===== config.mk =====
export PLATFORM = sky130hd
export DESIGN_NAME = mvu_pe_popcount_acc_flat
export DESIGN_NICKNAME = d
export VERILOG_FILES = /design/src/rtl/mvu_pe_popcount_acc_if.sv /design/src/rtl/mvu_pe_popcount_acc.sv /design/src/flat_wrapper.sv
export SDC_FILE = /design/constraint.sdc
export NUM_CORES = 1
export LEC_CHECK = 0
export BUFFER_PORTS_ARGS = -buffer_cell sky130_fd_sc_hd__buf_2
export CORE_ASPECT_RATIO = 1.1
export CORE_MARGIN = 10
export CORE_UTILIZATION = 40
export CTS_BUF_LIST = sky130_fd_sc_hd__clkbuf_4
export CTS_CLUSTER_DIAMETER = 60
export DETAILED_ROUTE_END_ITERATION = 8
export MAX_ROUTING_LAYER = met4
export SLEW_MARGIN = 40
export SYNTH_ARGS = -nofsm -noshare
export SYNTH_HDL_FRONTEND = slang
export SYNTH_SLANG_ARGS = --single-unit

===== constraint.sdc =====
create_clock -name clk -period 13.5 [get_ports clk]
set_clock_uncertainty 0.15 [all_clocks]
set_input_delay 1.35 -clock clk [delete_from_list [all_inputs] [get_ports clk]]
set_output_delay 1.35 -clock clk [all_outputs]
set_load 0.01 [all_outputs]

===== src/rtl/mvu_pe_popcount_acc_if.sv =====
// Bus bundle for mvu_pe_popcount_acc: the input beat stream and the
// accumulated dot-product result stream.
//
// Handshake: valid-only, there is no ready. A beat transfers on every clk
// edge where in_v=1, and the producer may assert in_v on any cycle. out_v
// is a one-cycle pulse: out_add carries a new result exactly on the cycles
// where out_v=1, and holds its last value otherwise. The consumer must take
// the result on the pulse cycle.
interface mvu_pe_popcount_acc_if #(
  parameter int SIMD  = 32,
  parameter int TDstI = 16
);
  logic             in_v;
  logic [SIMD-1:0]  in_bits;
  logic             out_v;
  logic [TDstI-1:0] out_add;

  // The producer of XNOR bits (master) drives the beats and observes the results.
  modport master (output in_v, in_bits, input out_v, out_add);
  // The PE reduction unit (slave) consumes the beats and produces the results.
  modport slave  (input in_v, in_bits, output out_v, out_add);
endinterface


===== src/rtl/mvu_pe_popcount_acc.sv =====
// mvu_pe_popcount_acc: pipelined popcount of SIMD binary XNOR products,
// accumulated over SF synapse folds, with one result pulse per output neuron.
//
// Pipeline (PIPE_MID=0): the beat is captured in s0 at edge k, the popcount
// is registered in s1 at k+1, the accumulator is updated at k+2, and the
// output register is loaded at k+3. PIPE_MID=1 adds a half-sum register
// between s0 and s1, which moves every later stage one edge later.
// The output register reads the completed accumulator, so the next group's
// first beat overwrites the accumulator on the same edge that pulses out_v.
//
// Optional build macro MVU_PE_BIPOLAR_EN: the result becomes the signed
// bipolar dot product 2*x - SIMD*SF. When the macro is undefined, the
// result is the plain unsigned popcount sum.
module mvu_pe_popcount_acc #(
  parameter int SIMD     = 32,
  parameter int SF       = 4,
  parameter int TDstI    = 16,
  parameter int PIPE_MID = 0
) (
  input  logic                  clk,
  input  logic                  rst_n,
  mvu_pe_popcount_acc_if.slave  bus
);

`ifdef MVU_PE_BIPOLAR_EN
  localparam int BIPOLAR = 1;
`else
  localparam int BIPOLAR = 0;
`endif

  localparam int CW    = $clog2(SIMD + 1);
  localparam int FCW   = (SF > 1) ? $clog2(SF) : 1;
  localparam int REQ_W = $clog2(SIMD * SF + 1) + BIPOLAR;

  // The accumulator must hold SIMD*SF, plus a sign bit in bipolar mode.
  generate
    if (TDstI < REQ_W) begin : g_width_chk
      $error("mvu_pe_popcount_acc: TDstI=%0d is below the required %0d bits", TDstI, REQ_W);
    end
  endgenerate

  // Stage 0 and the fold counter
  logic [FCW-1:0]  r_fold;
  logic            r_s0_v;
  logic            r_s0_first;
  logic            r_s0_last;
  logic [SIMD-1:0] r_s0_bits;
  logic            w_first;
  logic            w_last;

  assign w_first = (r_fold == '0);
  assign w_last  = (r_fold == FCW'(SF - 1));

  // Capture accepted beats with their fold position; the fold counter advances only on accepted beats.
  always_ff @(posedge clk or negedge rst_n) begin
    if (!rst_n) begin
      r_fold     <= '0;
      r_s0_v     <= 1'b0;
      r_s0_first <= 1'b0;
      r_s0_last  <= 1'b0;
      r_s0_bits  <= '0;
    end else begin
      r_s0_v <= bus.in_v;
      if (bus.in_v) begin
        r_s0_bits  <= bus.in_bits;
        r_s0_first <= w_first;
        r_s0_last  <= w_last;
        r_fold     <= w_last ? '0 : r_fold + FCW'(1);
      end
    end
  end

  // Popcount tree: two half sums
  logic [CW-1:0] w_cnt_lo;
  logic [CW-1:0] w_cnt_hi;

  // Count the ones in the lower SIMD/2 lanes and in the upper SIMD-SIMD/2 lanes.
  always_comb begin
    w_cnt_lo = '0;
    w_cnt_hi = '0;
    for (int i = 0; i < SIMD / 2; i++) begin
      w_cnt_lo = w_cnt_lo + CW'(r_s0_bits[i]);
    end
    for (int i = SIMD / 2; i < SIMD; i++) begin
      w_cnt_hi = w_cnt_hi + CW'(r_s0_bits[i]);
    end
  end

  // Half sums as seen by the final adder, either direct or through the midpoint register
  logic          w_pc_v;
  logic          w_pc_first;
  logic          w_pc_last;
  logic [CW-1:0] w_pc_lo;
  logic [CW-1:0] w_pc_hi;

  generate
    if (PIPE_MID != 0) begin : g_mid
      logic          r_mid_v;
      logic          r_mid_first;
      logic          r_mid_last;
      logic [CW-1:0] r_mid_lo;
      logic [CW-1:0] r_mid_hi;

      // Register the two half sums to cut the popcount tree at its midpoint.
      always_ff @(posedge clk or negedge rst_n) begin
        if (!rst_n) begin
          r_mid_v     <= 1'b0;
          r_mid_first <= 1'b0;
          r_mid_last  <= 1'b0;
          r_mid_lo    <= '0;
          r_mid_hi    <= '0;
        end else begin
          r_mid_v     <= r_s0_v;
          r_mid_first <= r_s0_first;
          r_mid_last  <= r_s0_last;
          r_mid_lo    <= w_cnt_lo;
          r_mid_hi    <= w_cnt_hi;
        end
      end

      assign w_pc_v     = r_mid_v;
      assign w_pc_first = r_mid_first;
      assign w_pc_last  = r_mid_last;
      assign w_pc_lo    = r_mid_lo;
      assign w_pc_hi    = r_mid_hi;
    end else begin : g_no_mid
      assign w_pc_v     = r_s0_v;
      assign w_pc_first = r_s0_first;
      assign w_pc_last  = r_s0_last;
      assign w_pc_lo    = w_cnt_lo;
      assign w_pc_hi    = w_cnt_hi;
    end
  endgenerate

  // Stage 1: final popcount
  logic          r_s1_v;
  logic          r_s1_first;
  logic          r_s1_last;
  logic [CW-1:0] r_s1_cnt;

  // Add the half sums; the total never exceeds SIMD, so it fits in CW bits.
  always_ff @(posedge clk or negedge rst_n) begin
    if (!rst_n) begin
      r_s1_v     <= 1'b0;
      r_s1_first <= 1'b0;
      r_s1_last  <= 1'b0;
      r_s1_cnt   <= '0;
    end else begin
      r_s1_v     <= w_pc_v;
      r_s1_first <= w_pc_first;
      r_s1_last  <= w_pc_last;
      r_s1_cnt   <= w_pc_lo + w_pc_hi;
    end
  end

  // Accumulator stage
  logic [TDstI-1:0] r_acc;
  logic             r_acc_done;
  logic [TDstI-1:0] w_cnt_ext;
  logic [TDstI-1:0] w_acc_next;

  assign w_cnt_ext  = TDstI'(r_s1_cnt);
  assign w_acc_next = r_s1_first ? w_cnt_ext : r_acc + w_cnt_ext;

  // The first fold restarts the sum; the done flag marks the edge where a group completes.
  always_ff @(posedge clk or negedge rst_n) begin
    if (!rst_n) begin
      r_acc      <= '0;
      r_acc_done <= 1'b0;
    end else begin
      r_acc_done <= r_s1_v & r_s1_last;
      if (r_s1_v) begin
        r_acc <= w_acc_next;
      end
    end
  end

  // Output mapping of a completed sum
  logic [TDstI-1:0] w_f;

`ifdef MVU_PE_BIPOLAR_EN
  // Bipolar dot product: each agreeing lane is +1 and each disagreeing lane is -1.
  assign w_f = (r_acc << 1) - TDstI'(SIMD * SF);
`else
  assign w_f = r_acc;
`endif

  // Publish a completed group for one cycle; out_add holds between results.
  always_ff @(posedge clk or negedge rst_n) begin
    if (!rst_n) begin
      bus.out_v   <= 1'b0;
      bus.out_add <= '0;
    end else begin
      bus.out_v <= r_acc_done;
      if (r_acc_done) begin
        bus.out_add <= w_f;
      end
    end
  end

endmodule


===== src/flat_wrapper.sv =====
// flat-port wrapper written by rule: the top's interface ports become plain ports
module mvu_pe_popcount_acc_flat 
#(
  parameter int SIMD     = 32,
  parameter int SF       = 4,
  parameter int TDstI    = 16,
  parameter int PIPE_MID = 0
)
  (clk, rst_n, bus_in_v, bus_in_bits, bus_out_v, bus_out_add);
  mvu_pe_popcount_acc_if #(.SIMD(SIMD), .TDstI(TDstI)) bus_i ();
  input  logic clk;
  input  logic rst_n;
  input wire logic [$bits(bus_i.in_v)-1:0] bus_in_v;
  input wire logic [$bits(bus_i.in_bits)-1:0] bus_in_bits;
  output wire logic [$bits(bus_i.out_v)-1:0] bus_out_v;
  output wire logic [$bits(bus_i.out_add)-1:0] bus_out_add;
  assign bus_i.in_v = bus_in_v;
  assign bus_i.in_bits = bus_in_bits;
  assign bus_out_v = bus_i.out_v;
  assign bus_out_add = bus_i.out_add;
  mvu_pe_popcount_acc #(.SIMD(SIMD), .SF(SF), .TDstI(TDstI), .PIPE_MID(PIPE_MID)) u_core (.clk(clk), .rst_n(rst_n), .bus(bus_i));
endmodule

==> results.sh, run 1 <==
export IMPL_crit_path_end="u_core.r_s1_cnt[5]$_DFF_PN0_"
export IMPL_crit_required_ns=13.67
export IMPL_cts_buffers=9
export IMPL_final_fill_count=967
export IMPL_r2r_slack_ns=8.41
export IMPL_p_leak_nw=2.35
export IMPL_drt_initial_drc_count=59
export IMPL_worstSkewPairLatency_ns=0.43
export IMPL_synth_ff_type="dfrtp_1"
export IMPL_cts_tree="done"
export IMPL_seq_area_frac_synth_pct=47.8
export IMPL_setup_viol=0
export IMPL_p_total_mw=1.19
export IMPL_reg2reg_depth=17
export IMPL_synth_most_common_cell="dfrtp_1"
export IMPL_criticalPathCategory="reg2reg"
export IMPL_synthArstFlopShare_pct=100
export IMPL_die_h_um=127
export IMPL_core_area_sq_um=10300
export IMPL_grt_usage_pct=10.6
export IMPL_vias_per_cell=4.64
export IMPL_timing_rr_start="u_core.r_s0_bits[16]$_DFFE_PN0P_"
export IMPL_cts_buffer_depth=2
export IMPL_synth_edf_count=0
export IMPL_ir_worst_vdd_v=0.000200
export IMPL_synth_compound_area_share_pct=8.37
export IMPL_drv_slew=0
export IMPL_gp_congestion=0.810
export IMPL_period_share_pct=37.7
export IMPL_dpl_hpwl_mm=5.38
export IMPL_synthSimpleGateAreaFrac_pct=7.11
export IMPL_syn_cell_area_sq_um=4190
export IMPL_hold_viol_final=0
export IMPL_r2r_end="u_core.r_s1_cnt[5]$_DFF_PN0_"
export IMPL_routedWlPerCell_um=12.9
export IMPL_maxSlewHeadroom_pct=52.6
export IMPL_cp_data_arrival_time_ns=5.26
export IMPL_synth_nets=440
export IMPL_tns_ns=0
export IMPL_overflow=0
export IMPL_cts_root_buf="clkbuf_4"
export IMPL_drc=0
export IMPL_ys_warn_count=0
export IMPL_startpoint="u_core.r_s0_bits[16]$_DFFE_PN0P_"
export IMPL_routed_wl_mm=7.16
export IMPL_worstMarginPinSlew_ns=0.711
export IMPL_postSynthCellCount=357
export IMPL_clkTransAtPathRegs_ns=0.13
export IMPL_yosys_register_bits=80
export IMPL_post_cts_buffers=0
export IMPL_grt_pass1_wl_mm=12.7
export IMPL_crit_top_cell="fa_1"
export IMPL_io_buffers=51
export IMPL_period_needed_ns=5.09
export IMPL_area_delta_synth_final_pct=13.4
export IMPL_slowest_stage="fa_1"
export IMPL_muxShareOfSynthArea_pct=9.29
export IMPL_drt_pre_antenna_iters=4
export IMPL_ios=52
export IMPL_cts_resized=0
export IMPL_grt_max_degree=81
export IMPL_grt_antenna_before_repair=0
export IMPL_hp_class="reg2reg"
export IMPL_cp_end_kind="register"
export IMPL_crit_path_max_fanout=2
export IMPL_antennaDiodeCount=0
export IMPL_row_count=39
export IMPL_drive_gt1_share_pct=24.9
export IMPL_first_global_vias=2786
export IMPL_start_kind="register"
export IMPL_seqCellArea_sq_um=2000
export IMPL_nets=491
export IMPL_powerDensity_nw_per_um2=250
export IMPL_postRouteAntennaNets=0
export IMPL_path_cells="ha_1 > inv_1 > fa_1 > inv_1 > fa_1 > fa_1 > fa_1 > fa_1 > inv_1 > fa_1 > inv_1 > ha_1 > a21o_1 > a21oi_1 > nor2b_1 > o21ai_0 > nand2b_1"
export IMPL_clock_sinks=80
export IMPL_synth_xor_area_share_pct=2.93
export IMPL_synthDistinctLibCells=37
export IMPL_avgSynthCellArea_sq_um=11.7
export IMPL_rsz0062_at_grt="no"
export IMPL_synth_area_top_cells="dfrtp_1 (48%), fa_1 (12%), mux2_2 (8.3%)"
export IMPL_multi_input_area_sq_um=1960
export IMPL_synth_common_cells="dfrtp_1 (80), inv_1 (50), mux2_2 (31)"
export IMPL_num_vias=2580
export IMPL_max_stage_delay_ns=0.54
export IMPL_initial_core_util_pct=40.7
export IMPL_die_area_sq_um=15000
export IMPL_htreeDepth=3
export IMPL_yosysTopAreaCell="dfrtp_1"
export IMPL_synth_top_family_by_area="adder cells"
export IMPL_cts_hold_buffers=0
export IMPL_max_cap_violations=0
export IMPL_synth_top_area_share_pct=47.8
export IMPL_yosys_area_share_adder_pct=19.0
export IMPL_fmax_mhz=197
export IMPL_status="finished clean"
export IMPL_final_util_pct=46.1
export IMPL_dieWidth_um=118
cells in the final DEF (no fill, tap or decap), types with 2 or more instances in the layout:
| cell type | instances |
|---|---|
| a211oi_1 | 4 |
| a21o_1 | 3 |
| a21oi_1 | 11 |
| and2_1 | 2 |
| buf_2 | 49 |
| bufinv_16 | 2 |
| clkbuf_4 | 9 |
| clkinv_4 | 2 |
| dfrtp_1 | 80 |
| fa_1 | 26 |
| ha_1 | 22 |
| inv_1 | 50 |
| mux2_2 | 31 |
| mux2i_1 | 4 |
| nand2_1 | 27 |
| nand2b_1 | 2 |
| nand3_1 | 4 |
| nand4b_1 | 2 |
| nor2_1 | 19 |
| nor2b_1 | 3 |
| nor3_1 | 2 |
| o21ai_0 | 26 |
| xnor2_1 | 7 |
| xor2_1 | 7 |
worst max-delay path: cells and delay by family (launching register included):
kind	cells	cell delay, ns
AO/OA/AOI/OAI	3	0.52
adder cells (fa/ha/maj)	8	3.50
buffers and inverters	4	0.27
flip-flops	1	0.40
AND/OR/NAND/NOR	2	0.14
how the worst min path moves through the flow:
stage | startpoint | slack [ns] | endpoint | cells past startpoint
2_1_floorplan | u_core.r_s0_v$_DFF_PN0_ | 0.18 | u_core.r_s1_v$_DFF_PN0_ | 0
3_3_place_gp | u_core.r_s0_v$_DFF_PN0_ | 0.18 | u_core.r_s1_v$_DFF_PN0_ | 0
6_report | u_core.r_s0_v$_DFF_PN0_ | 0.21 | u_core.r_s1_v$_DFF_PN0_ | 0
5_1_grt | u_core.r_s0_v$_DFF_PN0_ | 0.23 | u_core.r_s1_v$_DFF_PN0_ | 0
3_5_place_dp | u_core.r_s0_v$_DFF_PN0_ | 0.19 | u_core.r_s1_v$_DFF_PN0_ | 0
4_1_cts | u_core.r_s0_v$_DFF_PN0_ | 0.21 | u_core.r_s1_v$_DFF_PN0_ | 0
power by group:
part           total (mW)  switching [mW]  leakage, nW  internal [mW]
clock network       0.160          0.0848       0.0879         0.0755
logic               0.681           0.359         1.27          0.322
registers           0.348          0.0433        0.994          0.304
routing by layer:
metal  GRT usage, %  up-vias  share of wire (%)
li1               -     1266                  -
met1           12.3     1260                 45
met2           17.1       44                 50
met3           2.86       10                3.8
met4           4.37        0                1.6
met5              -        -                  0
cell families (layout without fill, tap and decap cells):
group / Yosys count / after routing
DFF: 80 / 80
and+or+nand+nor: 65 / 65
buffers and inverters: 61 / 117
AOI/OAI and AO/OA: 54 / 54
adders and majority gates: 48 / 48
muxes: 35 / 35
xor gates and xnor gates: 14 / 14
state kept, by name, summed over array words and instances (netlist names), 2 cells and up:
signal,cells
u_core.bus.out_add,16
u_core.r_acc,16
u_core.r_fold,2
u_core.r_s0_bits,32
u_core.r_s1_cnt,6
final cells by class:
type,count,area share (%)
Multi-Input combinational cell,216,41.2
Tap cell,143,3.77
Clock buffer,9,1.42
Sequential cell,80,42.1
Clock inverter,7,2.00
Timing Repair Buffer,51,5.56
Inverter,50,3.95
per-stage QoR:
| stage | cells | cell area [sq um] | setup WS [ns] | hold slack (ns) |
|---|---|---|---|---|
| floorplan | 357 | 4190 | 8.61 | 0.181 |
| global placement | 540 | 4580 | 8.52 | 0.182 |
| detailed placement | 540 | 4590 | 8.40 | 0.191 |
| CTS | 556 | 4750 | 8.36 | 0.205 |
| global route | 556 | 4750 | 8.15 | 0.233 |
| finish | 556 | 4750 | 8.41 | 0.208 |
(Power assumes the default switching activity.)
==> inputs of run 2 (changes only) <==
- clock period: 13.5 -> 4.3 ns (I/O delays scaled with it)
==> results.sh, run 2 (synthesized netlist as in run 1, its figures left out) <==
export IMPL_io_buffers=51
export IMPL_largest_register_ffs=32
export IMPL_fmax_mhz=206
export IMPL_cp_end_kind="register"
export IMPL_routed_wl_mm=7.59
export IMPL_violations="negative setup slack"
export IMPL_startpoint="u_core.r_s0_bits[1]$_DFFE_PN0P_"
export IMPL_final_util_pct=47.2
export IMPL_clkTransAtPathRegs_ns=0.13
export IMPL_placed_cell_area_sq_um=4670
export IMPL_ios=52
export IMPL_worstSkewPairLatency_ns=0.43
export IMPL_worstHoldStart="bus_in_bits[25]"
export IMPL_status="finished, violations left"
export IMPL_gr_usage_met3_pct=3.44
export IMPL_clock_sinks=80
export IMPL_dpl_hpwl_mm=5.66
export IMPL_gp_congestion=0.835
export IMPL_drive_gt1_share_pct=29.6
export IMPL_routedWlPerCell_um=13.4
export IMPL_drc=0
export IMPL_antennaDiodeCount=0
export IMPL_setup_viol=5
export IMPL_regMostFlops="u_core.r_s0_bits"
export IMPL_drt_pre_antenna_iters=4
export IMPL_cts_root_buf="clkbuf_4"
export IMPL_grt_pass1_wl_mm=13.6
export IMPL_die_area_sq_um=15000
export IMPL_final_cells=566
export IMPL_design_area_sq_um=4860
export IMPL_nets=502
export IMPL_cp_data_arrival_time_ns=5.05
export IMPL_start_kind="register"
export IMPL_maxSlewHeadroom_pct=51.4
export IMPL_core_area_sq_um=10300
export IMPL_area_delta_synth_final_pct=16.2
export IMPL_worst_slack_ns=-0.549
export IMPL_p_total_mw=4.30
export IMPL_powerDensity_nw_per_um2=884
export IMPL_crit_required_ns=4.50
export IMPL_row_count=39
export IMPL_ir_worst_vdd_v=0.000851
export IMPL_dieWidth_um=118
export IMPL_crit_path_max_fanout=2
export IMPL_postRouteAntennaNets=0
export IMPL_overflow=0
export IMPL_cts_tree="done"
export IMPL_placedCellCount=548
export IMPL_vias_per_cell=4.62
export IMPL_criticalPathCategory="reg2reg"
export IMPL_grt_max_degree=81
export IMPL_htreeDepth=3
export IMPL_p_leak_nw=2.39
export IMPL_num_vias=2617
export IMPL_grt_antenna_before_repair=0
export IMPL_rsz0062_at_grt="yes"
export IMPL_grt_usage_pct=11.3
export IMPL_reg_top3="u_core.r_s0_bits (32), u_core.bus.out_add (16), u_core.r_acc (16)"
export IMPL_period_share_pct=113
export IMPL_mostFrequentLayoutCell="dfrtp_1"
export IMPL_cts_buffer_depth=2
export IMPL_busiest_layer="met2"
export IMPL_timing_rr_start="u_core.r_s0_bits[1]$_DFFE_PN0P_"
export IMPL_die_h_um=127
export IMPL_use_met2_pct=18.1
export IMPL_final_cell_mix="dfrtp_1 (80), buf_2 (49), inv_1 (45), mux2_2 (31), nand2_1 (27)"
export IMPL_period_needed_ns=4.85
export IMPL_use_met1_pct=13.1
export IMPL_max_cap_violations=0
export IMPL_hp_class="in2reg"
export IMPL_initial_core_util_pct=40.7
export IMPL_drv_slew=0
export IMPL_drt_initial_drc_count=77
export IMPL_hold_viol_final=0
export IMPL_cts_buffers=9
export IMPL_first_global_vias=2933
export IMPL_worstMarginPinSlew_ns=0.729
==> run 2: cell types whose count changed in the layout (fill, tap and decap cells not counted), moves of 2 or more <==
| cell | previous run | this run |
|---|---|---|
| fa_1 | 26 | 22 |
| inv_1 | 50 | 45 |
| a21oi_2 | 0 | 2 |
| buf_4 | 1 | 10 |
| a21oi_1 | 11 | 9 |
| inv_2 | 0 | 5 |
| fa_2 | 0 | 4 |
==> run 2: timing repair <==
action                                  CTS  global route
endpoints found under the setup margin    5             5
resized for setup                         3             0
hold buffers                              1             0
hold endpoints to repair                 80             0
setup buffers                             2             0
==> run 2: final timing paths <==
kind,to,slack [ns],cells past startpoint
min reg2reg,u_core.r_s1_v$_DFF_PN0_,0.21,0
max reg2reg,u_core.r_s1_cnt[4]$_DFF_PN0_,-0.55,14
min in group asynchronous,u_core.r_acc[4]$_DFFE_PN0P_,0.43,2
min,u_core.r_s0_bits[25]$_DFFE_PN0P_,0.05,3
max in group asynchronous,u_core.r_s0_bits[8]$_DFFE_PN0P_,3.04,2
max,u_core.r_s1_cnt[4]$_DFF_PN0_,-0.55,14
==> run 2: worst max-delay path, stage by stage (launching register included) <==
cell and delay [ns]:
dfrtp_1 0.40, ha_1 0.29, inv_2 0.04, fa_2 0.54
fa_2 0.44, fa_2 0.55, fa_1 0.43, fa_1 0.46
fa_1 0.51, inv_2 0.05, ha_4 0.15, fa_2 0.35
a21o_1 0.17, a21oi_2 0.13, xnor2_1 0.12
==> run 2: metrics by stage <==
| step | hold WS, ns | TNS, ns | worst slack [ns] |
|---|---|---|---|
| 5_1_grt | 0.00944 | -2.92 | -0.723 |
| 6_report | 0.0500 | -2.19 | -0.549 |
| 2_1_floorplan | -0.0156 | -1.25 | -0.413 |
| 4_1_cts | 0.0220 | -2.27 | -0.565 |
| 3_3_place_gp | 0.183 | -1.69 | -0.456 |
| 3_5_place_dp | 0.187 | -2.13 | -0.563 |
==> run 2: report_power, final <==
part	internal (mW)	total, mW	switching (mW)	leakage, nW
combinational	1.42	2.70	1.28	1.31
sequential	0.956	1.09	0.138	0.994
clock	0.241	0.504	0.264	0.0864
total	2.62	4.30	1.68	2.39
==> run 2: final cells by class <==
| class | count | area [sq um] |
|---|---|---|
| timing repair buffer | 62 | 353 |
| clock buffer | 10 | 75.1 |
| sequential | 80 | 2000 |
| clock inverter | 5 | 82.6 |
| inverter | 50 | 188 |
| multi-input combinational | 216 | 1990 |
| tap | 143 | 179 |
| fill | 986 | 5430 |
==> run 2: metal layers <==
metal	share of wire [%]	vias to the layer above
met5	0	-
met4	1.3	0
met3	4.2	7
met2	51	44
met1	44	1286
li1	-	1280
==> inputs of run 3 (changes only) <==
- CORE_ASPECT_RATIO: 1.1 -> 0.5
==> results.sh, run 3 (synthesized netlist as in run 1, its figures left out) <==
export IMPL_status="finished, violations left"
export IMPL_violations="negative setup slack"
export IMPL_cp_data_arrival_time_ns=5.06
export IMPL_max_stage_delay_ns=0.54
export IMPL_worstSkewPairLatency_ns=0.43
export IMPL_gp_congestion=0.772
export IMPL_grt_usage_pct=11.0
export IMPL_die_h_um=92.4
export IMPL_cts_buffers=9
export IMPL_first_global_vias=2896
export IMPL_drive_gt1_share_pct=31.1
export IMPL_routedWlPerCell_um=13.3
export IMPL_period_share_pct=113
export IMPL_reg2reg_depth=14
export IMPL_powerDensity_nw_per_um2=908
export IMPL_largest_register_ffs=32
export IMPL_design_area_sq_um=4880
export IMPL_startpoint="u_core.r_s0_bits[1]$_DFFE_PN0P_"
export IMPL_area_delta_synth_final_pct=16.6
export IMPL_rsz0062_at_grt="yes"
export IMPL_ios=52
export IMPL_reg_top3="u_core.r_s0_bits (32), u_core.bus.out_add (16), u_core.r_acc (16)"
export IMPL_timing_rr_start="u_core.r_s0_bits[1]$_DFFE_PN0P_"
export IMPL_vias_per_cell=4.58
export IMPL_cts_buffer_depth=2
export IMPL_drc=0
export IMPL_routed_wl_mm=7.47
export IMPL_drv_slew=0
export IMPL_worstMarginPinSlew_ns=0.728
export IMPL_num_vias=2582
export IMPL_antennaDiodeCount=0
export IMPL_grt_pass1_wl_mm=13.2
export IMPL_final_util_pct=47.8
export IMPL_path_cells="ha_1 > inv_2 > fa_2 > fa_2 > fa_2 > fa_1 > fa_2 > fa_1 > inv_2 > ha_4 > fa_2 > a21o_1 > a21oi_2 > xnor2_1"
export IMPL_period_needed_ns=4.85
export IMPL_final_fill_count=966
export IMPL_crit_required_ns=4.52
export IMPL_worstHoldStart="bus_in_bits[4]"
export IMPL_hold_viol_final=0
export IMPL_dpl_hpwl_mm=5.44
export IMPL_p_leak_nw=2.40
export IMPL_clock_sinks=80
export IMPL_final_cell_mix="dfrtp_1 (80), buf_2 (49), inv_1 (42), mux2_2 (31), nand2_1 (27)"
export IMPL_htreeDepth=3
export IMPL_cts_tree="done"
export IMPL_row_count=26
export IMPL_clkTransAtPathRegs_ns=0.12
export IMPL_mostFrequentLayoutCell="dfrtp_1"
export IMPL_fmax_mhz=206
export IMPL_core_area_sq_um=10200
export IMPL_cp_end_kind="register"
export IMPL_initial_core_util_pct=41.0
export IMPL_slowest_stage="fa_2"
export IMPL_setup_viol=5
export IMPL_placed_cell_area_sq_um=4670
export IMPL_postRouteAntennaNets=0
export IMPL_regMostFlops="u_core.r_s0_bits"
export IMPL_crit_top_cell="fa_2"
export IMPL_criticalPathCategory="reg2reg"
export IMPL_maxSlewHeadroom_pct=51.5
export IMPL_drt_initial_drc_count=136
export IMPL_hp_class="in2reg"
export IMPL_crit_path_max_fanout=2
export IMPL_grt_max_degree=81
export IMPL_drt_pre_antenna_iters=4
export IMPL_max_cap_violations=0
export IMPL_die_area_sq_um=15200
export IMPL_nets=502
export IMPL_worst_slack_ns=-0.546
export IMPL_overflow=0
export IMPL_dieWidth_um=165
export IMPL_ir_worst_vdd_v=0.000569
export IMPL_cts_root_buf="clkbuf_4"
export IMPL_io_buffers=51
export IMPL_start_kind="register"
export IMPL_hold_path_cell_count=3
export IMPL_grt_antenna_before_repair=0
## run 3: area by class of cell
class	instances	area, sq um	area share, %
inverters	50	188	3.85
repair buffers	62	349	7.15
multi-input cells	216	2010	41.1
clock buffers	10	75.1	1.54
flip-flops and latches	80	2000	41.0
clock inverters	6	83.8	1.72
well taps	140	175	3.59
## run 3: through the flow
stage	setup WS [ns]	setup TNS, ns	hold slack [ns]	cells	power (mW)
2_1_floorplan	-0.413	-1.25	-0.0156	357	2.96
3_3_place_gp	-0.464	-1.73	0.181	546	3.68
3_5_place_dp	-0.523	-2.06	0.200	546	3.79
4_1_cts	-0.543	-2.16	0.0136	564	4.34
5_1_grt	-0.717	-2.67	0.0332	564	4.93
6_report	-0.546	-2.00	0.0439	564	4.43
## run 3: metal layers
| layer | track usage (%) | routed length (um) | up-vias |
|---|---|---|---|
| met5 | - | 0 | - |
| met4 | 4.18 | 113 | 0 |
| met3 | 2.74 | 276 | 10 |
| met2 | 17.7 | 3490 | 31 |
| met1 | 13.1 | 3590 | 1253 |
| li1 | - | - | 1288 |
## run 3: critical path, delay by kind of cell (launching register included)
family	cells	cell delay, ns
buf+inv	2	0.11
xor+xnor	1	0.12
compound gates	2	0.29
fa+ha+maj	9	3.71
flops	1	0.40
## run 3: what timing repair did
action                                 CTS  global route
resized for setup                        2             6
pin swaps                                0             3
buffers inserted                         1             0
cloned                                   0             0
setup endpoints to repair                5             5
endpoints found under the hold margin   80             0
hold buffers                             1             0
## run 3: worst paths after layout
check                      slack [ns]                           endpoint
min reg2reg                      0.23            u_core.r_s1_v$_DFF_PN0_
max reg2reg                     -0.55       u_core.r_s1_cnt[4]$_DFF_PN0_
min in group asynchronous        0.44    u_core.r_s0_bits[5]$_DFFE_PN0P_
min                              0.04    u_core.r_s0_bits[4]$_DFFE_PN0P_
max                             -0.55       u_core.r_s1_cnt[4]$_DFF_PN0_
max in group asynchronous        3.08  u_core.bus.out_add[9]$_DFFE_PN0P_
## run 3: where the power goes
group / internal [mW] / switching [mW]
Clock: 0.240 / 0.259
Sequential: 0.956 / 0.137
Combinational: 1.48 / 1.36
Total: 2.68 / 1.76
